File: config.mk
export PLATFORM = sky130hd
export DESIGN_NAME = key_fifo_bridge
export DESIGN_NICKNAME = d
export VERILOG_FILES = /design/src/rtl/key_fifo_bridge.sv
export SDC_FILE = /design/constraint.sdc
export NUM_CORES = 1
export LEC_CHECK = 0
export ABC_AREA = 1
export CAP_MARGIN = 25
export CORE_MARGIN = 5
export CORE_UTILIZATION = 55
export CTS_CLUSTER_SIZE = 28
export DETAILED_ROUTE_END_ITERATION = 10
export HOLD_SLACK_MARGIN = 0.06
export PLACE_DENSITY = 0.85
export RECOVER_POWER = 100
export REMOVE_ABC_BUFFERS = 1
export SYNTH_ARGS = -nofsm -noshare
export SYNTH_HDL_FRONTEND = slang
export SYNTH_SLANG_ARGS = --single-unit
File: constraint.sdc
create_clock -name CLOCK_50 -period 4.2 [get_ports CLOCK_50]
set_clock_uncertainty 0.1 [all_clocks]
set_input_delay 1.05 -clock CLOCK_50 [delete_from_list [all_inputs] [get_ports CLOCK_50]]
set_output_delay 1.05 -clock CLOCK_50 [all_outputs]
set_load 0.05 [all_outputs]
File: src/rtl/key_fifo_bridge.sv
// key_fifo_bridge: buffers decoder keystrokes in a pop-on-read FIFO for the
// CPU bus and raises the keyboard interrupt vector until acknowledged.
// Optional build macro: KEY_FIFO_OVERWRITE_EN (push into a full FIFO replaces
// the oldest entry instead of being dropped).
module key_fifo_bridge #(
  parameter int unsigned DEPTH      = 16,
  parameter logic [3:0]  IRQ_VECTOR = 4'd1
) (
  input  logic                     CLOCK_50,
  input  logic                     KEY0,
  input  logic                     key_pressed,
  input  logic [7:0]               ascii,
  input  logic                     rd_req,
  output logic [63:0]              rd_data,
  output logic                     rd_done,
  output logic [$clog2(DEPTH):0]   count,
  output logic                     overflow,
  input  logic                     clr_ovf,
  output logic [3:0]               interrupt_vector,
  input  logic                     interrupt_ack
);

  localparam int unsigned AW = $clog2(DEPTH);
  localparam int unsigned CW = AW + 1;

`ifdef KEY_FIFO_OVERWRITE_EN
  localparam logic OVERWRITE = 1'b1;
`else
  localparam logic OVERWRITE = 1'b0;
`endif

  logic [7:0]    mem [DEPTH];

  logic [AW-1:0] wp_q, wp_d;
  logic [AW-1:0] rp_q, rp_d;
  logic [CW-1:0] count_q, count_d;
  logic          key_pressed_q;
  logic [63:0]   rd_data_q, rd_data_d;
  logic          rd_done_q;
  logic          ovf_q, ovf_d;
  logic          armed_q, armed_d;
  logic [3:0]    irq_q;

  logic push_c, empty_c, full_c, pop_c, wr_c, rp_adv_c, ovf_set_c;

  // Event decode and next-state for pointers, occupancy, flags and read data
  always_comb begin
    push_c    = key_pressed & ~key_pressed_q & (ascii != 8'd0);
    empty_c   = (count_q == '0);
    full_c    = (count_q == CW'(DEPTH));
    pop_c     = rd_req & ~empty_c;
    // A full FIFO accepts the push only when a pop frees the slot, or when overwriting
    wr_c      = push_c & (~full_c | pop_c | OVERWRITE);
    rp_adv_c  = pop_c | (wr_c & full_c);
    ovf_set_c = push_c & full_c & ~rd_req;

    wp_d      = wr_c     ? wp_q + AW'(1) : wp_q;
    rp_d      = rp_adv_c ? rp_q + AW'(1) : rp_q;

    count_d   = count_q;
    if (wr_c && !full_c && !pop_c) begin
      count_d = count_q + CW'(1);
    end else if (pop_c && !wr_c) begin
      count_d = count_q - CW'(1);
    end

    rd_data_d = rd_data_q;
    if (rd_req) begin
      rd_data_d = pop_c ? {56'd0, mem[rp_q]} : 64'd0;
    end

    ovf_d = ovf_q;
    if (ovf_set_c) begin
      ovf_d = 1'b1;
    end else if (clr_ovf) begin
      ovf_d = 1'b0;
    end

    armed_d = armed_q;
    if (push_c) begin
      armed_d = 1'b1;
    end else if (interrupt_ack && armed_q) begin
      armed_d = 1'b0;
    end
  end

  // Control and output registers
  always_ff @(posedge CLOCK_50 or negedge KEY0) begin
    if (!KEY0) begin
      wp_q          <= '0;
      rp_q          <= '0;
      count_q       <= '0;
      key_pressed_q <= 1'b0;
      rd_data_q     <= 64'd0;
      rd_done_q     <= 1'b0;
      ovf_q         <= 1'b0;
      armed_q       <= 1'b0;
      irq_q         <= 4'd0;
    end else begin
      wp_q          <= wp_d;
      rp_q          <= rp_d;
      count_q       <= count_d;
      key_pressed_q <= key_pressed;
      rd_data_q     <= rd_data_d;
      rd_done_q     <= rd_req;
      ovf_q         <= ovf_d;
      armed_q       <= armed_d;
      irq_q         <= armed_q ? IRQ_VECTOR : 4'd0;
    end
  end

  // Storage array; contents survive reset
  always_ff @(posedge CLOCK_50) begin
    if (wr_c) begin
      mem[wp_q] <= ascii;
    end
  end

  assign rd_data          = rd_data_q;
  assign rd_done          = rd_done_q;
  assign count            = count_q;
  assign overflow         = ovf_q;
  assign interrupt_vector = irq_q;

endmodule

==> flow_summary.ini <==
[drt]
wl_per_cell_um = 18.4
routed_wl_um = 16000
detail-route-antenna-nets = 0
vias = 4783
vias_per_cell = 5.50
drc = 0
drt-initial-drc-count = 595
first_pass_iters = 7

[cts]
clockBufferDepth = 2
cts_max_level = 4
cts_resized = 0
postCtsSetupBuffers = 0
cts_tree = yes
clock_latency_ns = 0.42
cts.sink_count = 154
clkTransAtPathRegs_ns = 0.06
hold_buffers = 0
cts_made_buffers = 17
cts_root_buf = clkbuf_16

[global_route]
gr-total-overflow = 0
grt_pass1_wl_um = 24900
grt_start_max_net_pins = 59
antenna_found_initial = 0
grt_util_all_layers_pct = 22.2
grt_pass1_vias = 4622

[floorplanning]
start_util_pct = 55.5
io_pins = 89
core_area_um2 = 12500
num_rows = 41
die_w_um = 122
die_h_um = 122
die_area_um2 = 15000

[yosys]
yosysWarningCount = 0
synthCells = 638
ys_ff_latch = 154
yosysSeqAreaShare_pct = 64.7
yosys.cell_types.count = 30
synth_area_um2 = 6950
syn_area_per_cell_um2 = 10.9

[cells_and_area]
multiInputGateArea_um2 = 1940
seq_area_um2 = 4500
area_growth_pct = 11.9
n_antenna_cell = 0
drive_above_1_share_pct = 5.88
nets = 707
instances_no_fill = 869
postLayoutCellArea_um2 = 7780
fillers = 903

[job]
cap_violations = 1

[setup_path]
crit_top_cell = nor2_1
cp-start-kind = primary input
worst_path_dominant_cell_family = simple AND/OR/NAND/NOR gates
arrival_ns = 3.56
cp_max_fo = 18
path_class = primary input to register
cp-end-kind = register
crit_required_ns = 4.15
cp_num_buf_inv = 2
path_cells = dlygate4sd3_1 -> nor2_1 -> nand2_1 -> nor2_1 -> nor2_1 -> nand2_1 -> nor2_1 -> nand2_1 -> nor2_1 -> clkbuf_1
crit_path_max_incr_delay_ns = 0.60
crit_slowest_cell = dlygate4sd3_1

[timing]
whs_ns = 0.285
worst_slew_pin_slew_ns = 1.55
period_share_pct = 85.9
tns_ns = 0
rsz0062_at_grt = false
fmax_ghz = 0.277
setup_viol = 0
final-max-slew-violation-count = 27
hold_viol = 0
slew_headroom_pct = -3.57
finalCriticalPeriod_ns = 3.61

[pwr]
pwr-share-clk_pct = 28.8
irDropWorstVdd_uv = 338
p_int_w = 0.00336
combPwrFrac_pct = 35.2
powerDensity_nw_per_um2 = 715
swShare_pct = 39.5
switchingPower_w = 0.00220
pwr-share-seq_pct = 36.0
power.total_w = 0.00556
leakagePower_nw = 2.99

[placed_design]
place.port_buffers = 29
placedCellCount = 837
dpl_cell_area_um2 = 7250
place.gp.congestion = 0.853
hpwl_um = 10000

[run_status]
outcome = finished, violations left
violations = max-capacitance violations, max-slew violations

[worst_hold_path]
min-delay-path-class = register to register
## power groups by stage
stage | registers [W] | clock network, W | logic (W)
after floorplan | 0.00227 | 0 | 0.00105
after global placement | 0.00201 | 0 | 0.00183
after detailed placement | 0.00203 | 0 | 0.00193
after CTS | 0.00200 | 0.00161 | 0.00197
after global routing | 0.00202 | 0.00168 | 0.00211
final | 0.00200 | 0.00160 | 0.00195
## stage by stage
stage	worst slack (ns)	util, %
after floorplan	1.47	-
after global placement	0.612	57.9
after detailed placement	0.490	57.9
after CTS	0.912	62.9
after global routing	0.336	62.1
final	0.592	62.1
## synthesized netlist by cell type (all sizes together)
| cell type | count | area, um2 |
|---|---|---|
| a21oi | 6 | 30.0 |
| o211ai | 8 | 60.1 |
| inv | 25 | 96.3 |
| xor2 | 7 | 61.3 |
| conb | 1 | 3.75 |
| clkinv | 3 | 11.3 |
| clkbuf | 5 | 18.8 |
| o21ai | 57 | 285 |
| nor2 | 122 | 473 |
| buf | 81 | 602 |
| nand2 | 97 | 367 |
| o21bai | 1 | 7.51 |
| nor3 | 12 | 60.1 |
| nand3 | 47 | 235 |
| xnor2 | 1 | 8.76 |
| nand3b | 1 | 7.51 |
| fa | 1 | 20.0 |
| edfxtp | 128 | 3840 |
| dfrtp | 26 | 651 |
| ha | 8 | 100 |
| o22ai | 1 | 6.26 |
## logic make-up after synthesis
kind of cell / Yosys count / share of synthesized area, %
adder cells (fa/ha/maj): 9 / 1.73
buffers and inverters: 114 / 10.5
other: 1 / 0.0540
flip-flops: 154 / 64.7
AND/OR/NAND/NOR: 279 / 16.4
XOR/XNOR: 8 / 1.01
AO/OA/AOI/OAI: 73 / 5.60
## area by class of cell
cell class / count / area share, %
clock inverters: 15 / 2.54
clock buffers: 17 / 5.47
inverters: 28 / 1.38
multi-input cells: 428 / 25.0
well taps: 172 / 2.77
repair buffers: 55 / 5.08
flip-flops and latches: 154 / 57.8
## layout by cell type (no fill, tap or decap), types with 2 or more instances in the layout
cell type,n
edfxtp_1,128
nor2_1,116
nand2_1,97
conb_1,59
nand3_1,47
o21ai_0,41
dlygate4sd3_1,27
dfrtp_1,25
clkbuf_1,24
inv_1,23
clkbuf_16,17
o21ai_1,16
nor3_1,12
o211ai_1,8
ha_1,8
xor2_1,7
a21oi_1,6
nor2_2,6
clkinv_1,5
clkinvlp_4,4
bufinv_16,4
inv_6,3
clkdlybuf4s50_1,2
buf_4,2
## flip-flops by register name, indices dropped and copies added (netlist names)
signal            flops
armed_q               1
mem                 128
overflow              1
key_pressed_q         1
wp_q                  4
interrupt_vector      1
rd_data               8
rp_q                  4
count                 5
rd_done               1
## layer usage
metal / track usage, % / routed length [um] / vias up
li1: - / - / 2136
met1: 28.3 / 5990 / 2270
met2: 36.8 / 7890 / 337
met3: 5.35 / 1690 / 40
met4: 9.31 / 442 / 0
met5: 0 / 0 / -
## worst paths after layout
path / from / to / slack, ns / depth (start not counted)
worst min-delay path: armed_q / interrupt_vector[0] / 0.29 / 0
min in group asynchronous: KEY0 / rd_data[0] / 1.44 / 2
worst min register to register: armed_q / interrupt_vector[0] / 0.29 / 0
max in group asynchronous: KEY0 / rp_q[0] / 1.54 / 2
worst max-delay path: ascii[0] / mem[15][7] / 0.59 / 10
worst max register to register: key_pressed_q / mem[15][7] / 1.53 / 8
No activity file was read; power rests on OpenSTA's default activity.
